--- src/rtl/riscv_pkg.sv ---
// Shared RV32 constants, the load-queue entry type and the load extension helper
// used by the writeback stage.
package riscv_pkg;

    localparam int XLEN   = 32;
    localparam int REG_AW = 5;

    localparam logic [2:0] F3_LB  = 3'b000;
    localparam logic [2:0] F3_LH  = 3'b001;
    localparam logic [2:0] F3_LW  = 3'b010;
    localparam logic [2:0] F3_LBU = 3'b100;
    localparam logic [2:0] F3_LHU = 3'b101;

    typedef struct packed {
        logic [REG_AW-1:0] rd;
        logic [XLEN-1:0]   data;
    } ld_entry_t;

    // Undefined funct3 codes fall through to a whole-word write.
    function automatic logic [XLEN-1:0] ld_extend(input logic [XLEN-1:0] word,
                                                  input logic [2:0]      f3,
                                                  input logic [1:0]      off);
        logic [7:0]  b;
        logic [15:0] h;
        b = word[{off, 3'b000} +: 8];
        h = off[1] ? word[31:16] : word[15:0];
        case (f3)
            F3_LB:   ld_extend = {{(XLEN-8){b[7]}}, b};
            F3_LBU:  ld_extend = {{(XLEN-8){1'b0}}, b};
            F3_LH:   ld_extend = {{(XLEN-16){h[15]}}, h};
            F3_LHU:  ld_extend = {{(XLEN-16){1'b0}}, h};
            default: ld_extend = word;
        endcase
    endfunction

endpackage

--- src/rtl/wb_load_fifo.sv ---
// Synchronous FIFO of extended load results; exposes per-entry valid bits and
// destinations so the top can build the pending-destination mask.
module wb_load_fifo
    import riscv_pkg::*;
#(
    parameter int DEPTH = 2,
    localparam int AW = $clog2(DEPTH),
    localparam int CW = AW + 1
) (
    input  logic                          clk,
    input  logic                          reset,
    input  logic                          push_i,
    input  ld_entry_t                     push_data_i,
    input  logic                          pop_i,
    output ld_entry_t                     head_o,
    output logic [CW-1:0]                 count_o,
    output logic                          full_o,
    output logic                          empty_o,
    output logic [DEPTH-1:0]              vld_o,
    output logic [DEPTH-1:0][REG_AW-1:0]  rd_o
);

    ld_entry_t [DEPTH-1:0] mem_q;
    logic [DEPTH-1:0]      vld_q, vld_d;
    logic [AW-1:0]         wp_q, rp_q;
    logic [CW-1:0]         cnt_q, cnt_d;
    logic                  push, pop;

    assign full_o  = (cnt_q == CW'(DEPTH));
    assign empty_o = (cnt_q == '0);
    assign push    = push_i && !full_o;
    assign pop     = pop_i && !empty_o;
    assign head_o  = mem_q[rp_q];
    assign count_o = cnt_q;
    assign vld_o   = vld_q;

    always_comb begin
        for (int i = 0; i < DEPTH; i++) rd_o[i] = mem_q[i].rd;
    end

    always_comb begin
        vld_d = vld_q;
        if (pop)  vld_d[rp_q] = 1'b0;
        if (push) vld_d[wp_q] = 1'b1;
        cnt_d = cnt_q + CW'(push) - CW'(pop);
    end

    // Pointers wrap naturally because DEPTH is a power of two.
    always_ff @(posedge clk or posedge reset) begin
        if (reset) begin
            mem_q <= '0;
            vld_q <= '0;
            wp_q  <= '0;
            rp_q  <= '0;
            cnt_q <= '0;
        end else begin
            vld_q <= vld_d;
            cnt_q <= cnt_d;
            if (push) begin
                mem_q[wp_q] <= push_data_i;
                wp_q        <= wp_q + AW'(1);
            end
            if (pop) rp_q <= rp_q + AW'(1);
        end
    end

endmodule

--- src/rtl/wb_writer.sv ---
// Writeback stage: arbitrates the ALU path and the queued load path onto the single
// register-file write port and exports a pending-destination mask for decode.
module wb_writer
    import riscv_pkg::*;
#(
    parameter int LD_DEPTH = 2,
    parameter int XLEN     = riscv_pkg::XLEN,
    localparam int CW = $clog2(LD_DEPTH) + 1
) (
    input  logic            clk,
    input  logic            reset,
    input  logic            alu_valid,
    input  logic [4:0]      alu_rd,
    input  logic [XLEN-1:0] alu_data,
    input  logic            ld_valid,
    output logic            ld_ready,
    input  logic [4:0]      ld_rd,
    input  logic [XLEN-1:0] ld_word,
    input  logic [2:0]      ld_funct3,
    input  logic [1:0]      ld_byte_off,
    output logic            wb_en,
    output logic [4:0]      wb_rd,
    output logic [XLEN-1:0] wb_data,
    output logic [31:0]     pending_mask,
    output logic [CW-1:0]   ld_count
);

    ld_entry_t                          push_ent, head;
    logic                               full, empty, push, pop, alu_we;
    logic [LD_DEPTH-1:0]                ent_vld;
    logic [LD_DEPTH-1:0][REG_AW-1:0]    ent_rd;
    logic                               wb_en_q, wb_en_d;
    logic [4:0]                         wb_rd_q, wb_rd_d;
    logic [XLEN-1:0]                    wb_data_q, wb_data_d;

    // ld_ready looks only at the registered count, never at this cycle's dequeue.
    assign ld_ready = !full;
    assign push     = ld_valid && ld_ready && (ld_rd != '0);
    assign alu_we   = alu_valid && (alu_rd != '0);
    assign pop      = !alu_we && !empty;

    assign push_ent.rd   = ld_rd;
    assign push_ent.data = ld_extend(ld_word, ld_funct3, ld_byte_off);

    wb_load_fifo #(.DEPTH(LD_DEPTH)) u_fifo (
        .clk         (clk),
        .reset       (reset),
        .push_i      (push),
        .push_data_i (push_ent),
        .pop_i       (pop),
        .head_o      (head),
        .count_o     (ld_count),
        .full_o      (full),
        .empty_o     (empty),
        .vld_o       (ent_vld),
        .rd_o        (ent_rd)
    );

    always_comb begin
        wb_en_d   = 1'b0;
        wb_rd_d   = wb_rd_q;
        wb_data_d = wb_data_q;
        if (alu_we) begin
            wb_en_d   = 1'b1;
            wb_rd_d   = alu_rd;
            wb_data_d = alu_data;
        end else if (pop) begin
            wb_en_d   = 1'b1;
            wb_rd_d   = head.rd;
            wb_data_d = head.data;
        end
    end

    always_ff @(posedge clk or posedge reset) begin
        if (reset) begin
            wb_en_q   <= 1'b0;
            wb_rd_q   <= '0;
            wb_data_q <= '0;
        end else begin
            wb_en_q   <= wb_en_d;
            wb_rd_q   <= wb_rd_d;
            wb_data_q <= wb_data_d;
        end
    end

    always_comb begin
        pending_mask = '0;
        for (int i = 0; i < LD_DEPTH; i++)
            if (ent_vld[i]) pending_mask[ent_rd[i]] = 1'b1;
        if (wb_en_q) pending_mask[wb_rd_q] = 1'b1;
        pending_mask[0] = 1'b0;
    end

    assign wb_en   = wb_en_q;
    assign wb_rd   = wb_rd_q;
    assign wb_data = wb_data_q;

endmodule
--- config.mk ---
export PLATFORM = sky130hd
export DESIGN_NAME = wb_writer
export DESIGN_NICKNAME = d
export VERILOG_FILES = /design/src/rtl/riscv_pkg.sv /design/src/rtl/wb_load_fifo.sv /design/src/rtl/wb_writer.sv
export SDC_FILE = /design/constraint.sdc
export NUM_CORES = 1
export LEC_CHECK = 0
export CORE_ASPECT_RATIO = 0.5
export CORE_MARGIN = 5
export CORE_UTILIZATION = 55
export CTS_CLUSTER_DIAMETER = 40
export DETAILED_ROUTE_END_ITERATION = 6
export PLACE_DENSITY = 0.95
export REMOVE_ABC_BUFFERS = 1
export SYNTH_ARGS = -nofsm -noshare
export SYNTH_HDL_FRONTEND = slang
export SYNTH_HIERARCHICAL = 1
export SYNTH_SLANG_ARGS = --single-unit
--- constraint.sdc ---
create_clock -name clk -period 8.8 [get_ports clk]
set_clock_uncertainty 0.2 [all_clocks]
set_input_delay 1.76 -clock clk [delete_from_list [all_inputs] [get_ports clk]]
set_output_delay 1.76 -clock clk [all_outputs]
set_load 0.01 [all_outputs]
* Yosys cells after proc, flatten, opt, wreduce, memory -nomap -nowiden
Index checks and enable logic that the tools add are counted.
** Storage, ports and cells
- Memories kept :: 0
- Memory bits (read-only) :: 0
- Register bits after elaboration :: 118
- Bits in writable memories :: 0
- Latch bits :: 0
** Operators by class
- $mul :: 0
- $add $sub $neg :: 4
- Reductions and logical operators :: 19
- Bitwise operators :: 5
- Equality and inequality tests :: 4
- Magnitude comparators :: 10
- Div/mod/pow operators :: 0
- Mux-type cells :: 28
- Shift-type cells :: 1
** Operators with widths (number)
- 32-bit two-way mux :: 5
- 32-bit case mux with 4 select lines :: 1
- 37-bit two-way mux :: 3
- 74-bit bitwise mux :: 1
- 32-bit OR :: 2
- 37-bit demux with 1-bit select :: 1
- 32-bit by 6-bit indexed part select with 8-bit output :: 1
- 5-bit by 6-bit less-than comparator with 1-bit output, second input constant :: 3
- 16-bit two-way mux :: 1
- 1-bit demux with 5-bit select :: 3
- 5-bit by 1-bit greater-or-equal comparator with 1-bit output, second input constant :: 3
- 1-bit logical AND :: 11
- 5-bit two-way mux :: 2
- 5-bit nonzero test :: 2
- 1-bit two-way mux :: 7
- 3-bit == test, second input constant :: 2
- 1-bit by 2-bit less-than comparator with 1-bit output, second input constant :: 2
- 2-bit two-way mux :: 2
- 3-bit by 1-bit == test with 1-bit output, second input constant :: 1
- 1-bit zero test :: 3
- 3-bit zero test :: 1
- 1-bit adder, second input constant :: 2
- 2-bit by 1-bit adder with 2-bit output :: 1
- 2-bit bitwise AND :: 1
- 8 further kinds :: 10

* Depth between registers and ports, before layout
- Depth in word-level cells :: 9
- Mapped depth :: 8
- Gate-level depth less buffers :: 7

* Modules after synthesis
Netlist, hierarchy kept.
** By module, submodules not included
- wb_load_fifo :: instances 1, cells each 234, area an instance 3627.2 um^2, seq. area each 2001.9 um^2
- wb_writer :: instances 1, cells each 424, area an instance 3293.2 um^2, seq. area each 950.9 um^2

* Least setup slack after synthesis
Ideal clock, no wire load.
- Kind :: input port to flip-flop
- Start point :: input alu_rd[1]
- End point :: register u_fifo.cnt_q[1], in the netlist u_fifo/count_o[1]
- Setup time :: 131 ps
- Path buffers :: 1
- Stages on the path :: 7
- Arrival time :: 3219 ps
- Slack :: 5249 ps
- Cells stage by stage :: or4_1 -> o21ai_1 -> buf_4 -> nor2b_1 -> o21ai_0 -> ha_1 -> xor2_1
** On the way
- Cells in the longest elaborated chain, start to end :: 6
** Ends and longest elaborated chain
- start, declared :: RTL line wb_writer.sv:13 : input logic [4:0] alu_rd,
- 5-bit nonzero test :: RTL line wb_writer.sv:39 : assign alu_we = alu_valid && (alu_rd != '0);
- 1-bit logical AND :: RTL line wb_writer.sv:39
- 1-bit zero test :: RTL line wb_writer.sv:40 : assign pop = !alu_we && !empty;
- 1-bit logical AND :: RTL line wb_writer.sv:40
- net pop :: RTL line wb_writer.sv:29 : logic full, empty, push, pop, alu_we;
- 1-bit logical AND :: RTL line wb_load_fifo.sv:32 : assign pop = pop_i && !empty_o;
- 2-bit by 1-bit subtractor with 2-bit output :: RTL line wb_load_fifo.sv:45 : cnt_d = cnt_q + CW'(push) - CW'(pop);
- net u_fifo.cnt_d[1] :: RTL line wb_load_fifo.sv:26 : logic [CW-1:0] cnt_q, cnt_d;
- end signal, assigned :: RTL line wb_load_fifo.sv:58 : cnt_q <= cnt_d;
- end, declared :: RTL line wb_load_fifo.sv:26
The timed path passes the listed nets, and every way through them passes these cells.
A chain may end at the register's enable or synchronous reset.

* Final worst setup path
- Start point :: register u_fifo.mem_q (netlist bit u_fifo/rd_o[6])
- End point :: output pending_mask[8]
** On the way
- Cells in the longest elaborated chain, start to end :: 8
- Elaborated cells on any way between the ends :: 9
- Classes of those cells :: order compare (2); mux (4); bitwise (2); reduce/logical (1)
** Ends and longest elaborated chain
- start, declared :: RTL line wb_load_fifo.sv:23 : ld_entry_t [DEPTH-1:0] mem_q;
- start signal, assigned by index :: RTL line wb_load_fifo.sv:60 : mem_q[wp_q] <= push_data_i;
- 5-bit by 6-bit less-than comparator with 1-bit output (implied by the code) / 5-bit by 1-bit greater-or-equal comparator with 1-bit output (equally long branches) :: RTL line wb_writer.sv:89 : if (ent_vld[i]) pending_mask[ent_rd[i]] = 1'b1;
- 1-bit logical AND (implied by the code) :: RTL line wb_writer.sv:89
- 1-bit two-way mux (implied by the code) :: RTL line wb_writer.sv:89
- 1-bit demux with 5-bit select * :: RTL line wb_writer.sv:89
- 32-bit OR (no line) *
- 32-bit two-way mux * :: RTL line wb_writer.sv:89
- 32-bit OR (no line)
- 32-bit two-way mux * :: RTL line wb_writer.sv:90 : if (wb_en_q) pending_mask[wb_rd_q] = 1'b1;
- end, declared :: RTL line wb_writer.sv:24 : output logic [31:0] pending_mask,
Mark *: on every way between the ends. The rest lies on a longest branch, timed or not.

==> out/qor.yml <==
synth_area_sq_mm: 0.006920
cp-start-kind: "flop"
path_cells: "nor3b_1, a22oi_1, nand2_1, clkdlybuf4s50_1"
slowest_stage: "nor3b_1"
gp_congestion: 0.9041
antenna_found_initial: 0
netlist_instances: 658
synthTopCellsByArea: "dfrtp_1 43%, mux2_2 16%, mux2i_1 5.4%"
timing.slew.headroom_pct: 19.31
fmax_ghz: 0.2126
cts_resized: 0
critPathMaxStageDelay_ps: 1000
core_sq_mm: 0.01205
first_global_vias: 6085
synth_most_common_cell: "dfrtp_1"
drt-initial-drc-count: 720
fin_cells: 963
cts_made_buffers: 17
hp-class: "reg2reg"
cp.buffers_inverters: 1
ys_warn_count: 6
cts_max_path_buffers: 2
path_delay_family: "simple AND/OR/NAND/NOR gates"
path_class: "reg2out"
ant_nets: 0
clockRootBuffer: "clkbuf_16"
setup_tns_ps: 0
wl_microns: 21650
ios: 156
fp.dieH_microns: 89.32
dp.cells: 931
hpwl_microns: 12870
tightest_slew_ps: 1208
drive_gt1_share_pct: 22.68
numPortBuffers: 154
critPathMaxFanout: 7
htreeDepth: 4
synth_sequential_area_ratio_pct: 42.67
hold_buffers: 0
async_flop_share_pct: 100.0
power.internal_mw: 2.148
leakage_nw: 3.940
rsz0062_at_grt: "false"
clk_pin_slew_ps: 60
drv_slew: 0
clkSinkCount: 118
hold_viol: 0
synth-edff-count: 0
ys_types: 46
synth_top_cell_area_share_pct: 42.67
fp.dieW_microns: 168.6
cts_tree: "built"
swShare_pct: 35.76
post-route-drc-count: 0
nFillCells: 741
initial_utilization_pct: 57.42
post-cts-setup-buffer-count: 0
vdd_ir_drop_max_uv: 196.4
routedWlPerCell_microns: 22.48
synth_area_per_cell_sq_um: 10.52
fin_crit_ps: 4704
min_period_over_period_pct: 53.46
status: "completed"
vias: 5901
grtUsageTotal_pct: 29.17
critical_path_required_ps: 6840
clkLatencyLatePin_ps: 420
grt_overflow: 0
dieArea_sq_mm: 0.01506
powerDensity_mw_per_mm2: 368.9
nNetsFinal: 869
pwr-share-clk_pct: 23.9
worstPathArrival_ps: 2740
diodes: 0
avgViaCountPerCell: 6.128
drtPass1Iterations: 5
grt_pass1_wl_microns: 33840
switchingPower_mw: 1.196
syn_to_final_growth_pct: 30.95
pwr-share-comb_pct: 44.2
synth_top_flop_cell: "dfrtp_1"
synth_area_leader_cell: "dfrtp_1"
worst_setup_path_end_kind: "output pin"
ys_ff_latch: 118
synth_common_cells: "118 x dfrtp_1, 98 x mux2_2, 78 x nand2_1"
p_seq_share_pct: 32.0
setup_viol: 0
rows: 28
grt_max_degree: 81
maxCapViolCount: 0
==> power by group through the flow <==
stage,sequential [mW],clock [mW],combinational (mW)
global route,1.09,0.826,1.57
global placement,1.02,0,1.38
CTS,1.06,0.800,1.47
finish,1.07,0.798,1.48
floorplan,1.01,0,0.916
detailed placement,1.05,0,1.42
==> path summary, 6_finish.rpt <==
check                                  start                 to  slack, ps  cells past startpoint
min in group asynchronous              reset        wb_data[26]       1640                      3
max                           u_fifo/rd_o[6]    pending_mask[8]       4100                      4
min reg2reg                      u_fifo/wp_q        u_fifo/wp_q        300                      1
max in group asynchronous              reset        u_fifo/rp_q       5900                      3
max reg2reg                u_fifo/count_o[1]  u_fifo/count_o[1]       6180                      7
min                              u_fifo/wp_q        u_fifo/wp_q        300                      1
==> state kept, by name, indices dropped and copies added (netlist names) <==
name	flops
wb_rd	5
u_fifo/vld_o	2
u_fifo/rd_o	10
u_fifo/wp_q	1
u_fifo/mem_q	64
u_fifo/rp_q	1
wb_en	1
wb_data	32
u_fifo/count_o	2
==> logic make-up after synthesis <==
kind of cell,after synthesis,synth area share [%]
flip-flops,118,42.67
buffers and inverters,76,6.111
adder cells (fa/ha/maj),1,0.1808
multiplexers,156,25.75
XOR/XNOR,3,0.3797
other,1,0.05419
AO/OA/AOI/OAI,126,12.40
AND/OR/NAND/NOR,177,12.46
==> worst reg2reg max path: stages, from the launching register on <==
cell	delay [ps]
dfrtp_1	480
nor2_4	590
buf_4	510
nor2b_1	170
nand3_1	100
o21ai_0	80
ha_1	200
xor2_1	160
==> per-layer routing <==
metal  track usage [%]  part of all wire [%]
met1             35.06                    39
met2             50.73                    49
met3             6.935                   7.4
met5                 0                     0
met4             14.14                   4.1
==> cell type report <==
cell class / instances / area [sq um] / area share, %
Multi-Input combinational cell: 464 / 3563 / 39.32
Sequential cell: 118 / 2954 / 32.60
Timing Repair Buffer: 159 / 1574 / 17.37
Clock buffer: 18 / 439.2 / 4.846
Clock inverter: 14 / 230.2 / 2.540
Tap cell: 165 / 206.4 / 2.278
Inverter: 25 / 95.09 / 1.049
==> cell usage in the layout (no fill, tap or decap), types with 17 or more instances in the layout <==
cell             instances
mux2_2                  98
nor2_1                  45
a21oi_2                 18
a21oi_1                 44
clkdlybuf4s50_1        153
a22oi_1                 36
mux2_4                  19
clkbuf_16               17
nand2_1                 78
mux2i_1                 37
dfrtp_1                117
inv_1                   23
==> through the flow <==
step | instance area [sq um] | utilization, % | hold slack [ps] | setup WS [ps] | power (mW)
final | 9062 | 75.20 | 297.5 | 4096 | 3.343
after global routing | 9062 | 75.20 | 309.7 | 4084 | 3.486
after floorplan | 6591 | - | 255.1 | 2738 | 1.921
after detailed placement | 8393 | 69.64 | 289.9 | 4058 | 2.474
after CTS | 9062 | 75.20 | 301.5 | 4239 | 3.323
after global placement | 8393 | 69.64 | 270.2 | 4251 | 2.401
Power figures use the tool's default switching activity.
==> variant, RTL diff (same settings) <==
Register the output `ld_count`, with the module's reset; this adds one clock of latency there. The other outputs are not delayed to match.
--- a/src/rtl/wb_writer.sv
+++ b/src/rtl/wb_writer.sv
@@ -25,6 +25,8 @@
     output logic [CW-1:0]   ld_count
 );
 
+    logic [CW-1:0] ld_count_d;
+
     ld_entry_t                          push_ent, head;
     logic                               full, empty, push, pop, alu_we;
     logic [LD_DEPTH-1:0]                ent_vld;
@@ -49,7 +51,7 @@
         .push_data_i (push_ent),
         .pop_i       (pop),
         .head_o      (head),
-        .count_o     (ld_count),
+        .count_o     (ld_count_d),
         .full_o      (full),
         .empty_o     (empty),
         .vld_o       (ent_vld),
@@ -95,4 +97,12 @@
     assign wb_rd   = wb_rd_q;
     assign wb_data = wb_data_q;
 
+    always_ff @(posedge clk or posedge reset) begin
+        if (reset) begin
+            ld_count <= '0;
+        end else begin
+            ld_count <= ld_count_d;
+        end
+    end
+
 endmodule
Check against the original RTL: not equivalent (a bounded check fails within 4 cycles, from zero or initial values and one cycle with reset high).
==> variant against the unedited design <==
Setup slack improved by 240 ps; power decreased by 5.2%; sequential cell count increased by 2; critical path type unchanged; sequential power about the same; non-clock buffer count decreased by 1; register-to-register slack improved by 290 ps; routed wire length decreased by 10%; cell area decreased by 0.52%; synthesized area increased by 0.89%.
==> variant: results (changes against the unedited design) <==
** Critical path
- The reg-to-reg setup timing slack is 6470 ps (+290 ps).
- The endpoint identified for the worst register-to-register timing path is u_fifo/mem_q[65]$_DFFE_PP0P_.
- Worst setup path startpoint :: wb_rd[1]$_DFFE_PP0P_
- The startpoint identified for the worst register-to-register timing path is u_fifo/count_o[0]$_DFF_PP0_.
- The peak per-stage delay on the critical path is 830 ps (-170 ps).

** Synth
- The post-synthesis adder-cell area fraction came to 0.179% (-0.0016 points).
- The compound-cell area share of the yosys netlist is 12.5% (+0.052 points).
- Sorting the synthesized cells by area gives the leading types as dfrtp_1, mux2_2, mux2i_1.
- Synth Instances :: 660 (+0.30%)
- Top cells by count, synth :: dfrtp_1, mux2_2, nand2_1, nor2_1, a21oi_1
- Portion of the post-synthesis area used by sequential elements :: 43.0% (+0.34 points)
- Xor/xnor cell area share of the yosys netlist :: 0.376% (-0.0033 points)

** Routing
- The routed length on met3 came to 1.15 mm (-29%).
- The count of routing violations after the opening detailed-route iteration came to 572 (-21%).
- The sum of routed wire segments on met1 came to 7.81 mm (-8.0%).
- Average wire per standard cell :: 20.0 µm (-11%)
- Metal2 WL :: 9.87 mm (-7.5%)

** Pwr
- The static power due to leakage is 3.93 nW (-0.32%).

** Global route
- Wire length of the first global-routing pass :: 30.8 mm (-8.9%)
- GR met1 Demand/Resource :: 31.2% (-3.8 points)
- Met2 usage :: 45.5% (-5.2 points)
- The total global routing track utilization is 25.6% (-3.6 points).
- The via count of the first global-routing pass is 5938 (-2.4%).

** Placement
- The number of cells after detailed placement came to 937 (+0.64%).
- The last weighted congestion value of the routability-driven placer was 0.887 (-1.9%).

** Cells and area
- Final standard cell count with taps included and fillers excluded :: 969 (+0.62%)
- The final layout net count is 870 (+0.12%).
- The ratio of cells with drive above 1 in the final layout came to 22.7% (+0.028 points).

** Outcome
- The flow ran to the end, and the final reports show no timing, DRC or antenna violations.

** STA
- Max_slew headroom :: 32.9% (+14 points)
==> variant: through the flow <==
step	worst slack (ps)	cell area [µm²]	utilization [%]	hold WS, ps	power [mW]
global placement	4240	8450	67.3	269	2.41
detailed placement	4120	8450	67.3	285	2.49
floorplan	2650	6650	-	210	1.94
global route	4230	9010	71.8	315	3.35
CTS	4380	9010	71.8	296	3.17
finish	4330	9010	71.8	293	3.17
==> variant: final cells by class <==
| type | count | area, µm² |
|---|---|---|
| clock buffer | 22 | 484 |
| inverter | 25 | 95.1 |
| fill | 843 | 3540 |
| timing repair buffer | 158 | 1570 |
| tap | 170 | 213 |
| clock inverter | 8 | 72.6 |
| sequential | 120 | 3000 |
| antenna | 2 | 5.00 |
| multi-input combinational | 464 | 3570 |
==> variant: report_power, final <==
part | switching, mW | internal [mW]
combinational | 0.640 | 0.810
sequential | 0.250 | 0.817
clock | 0.240 | 0.413
total | 1.13 | 2.04
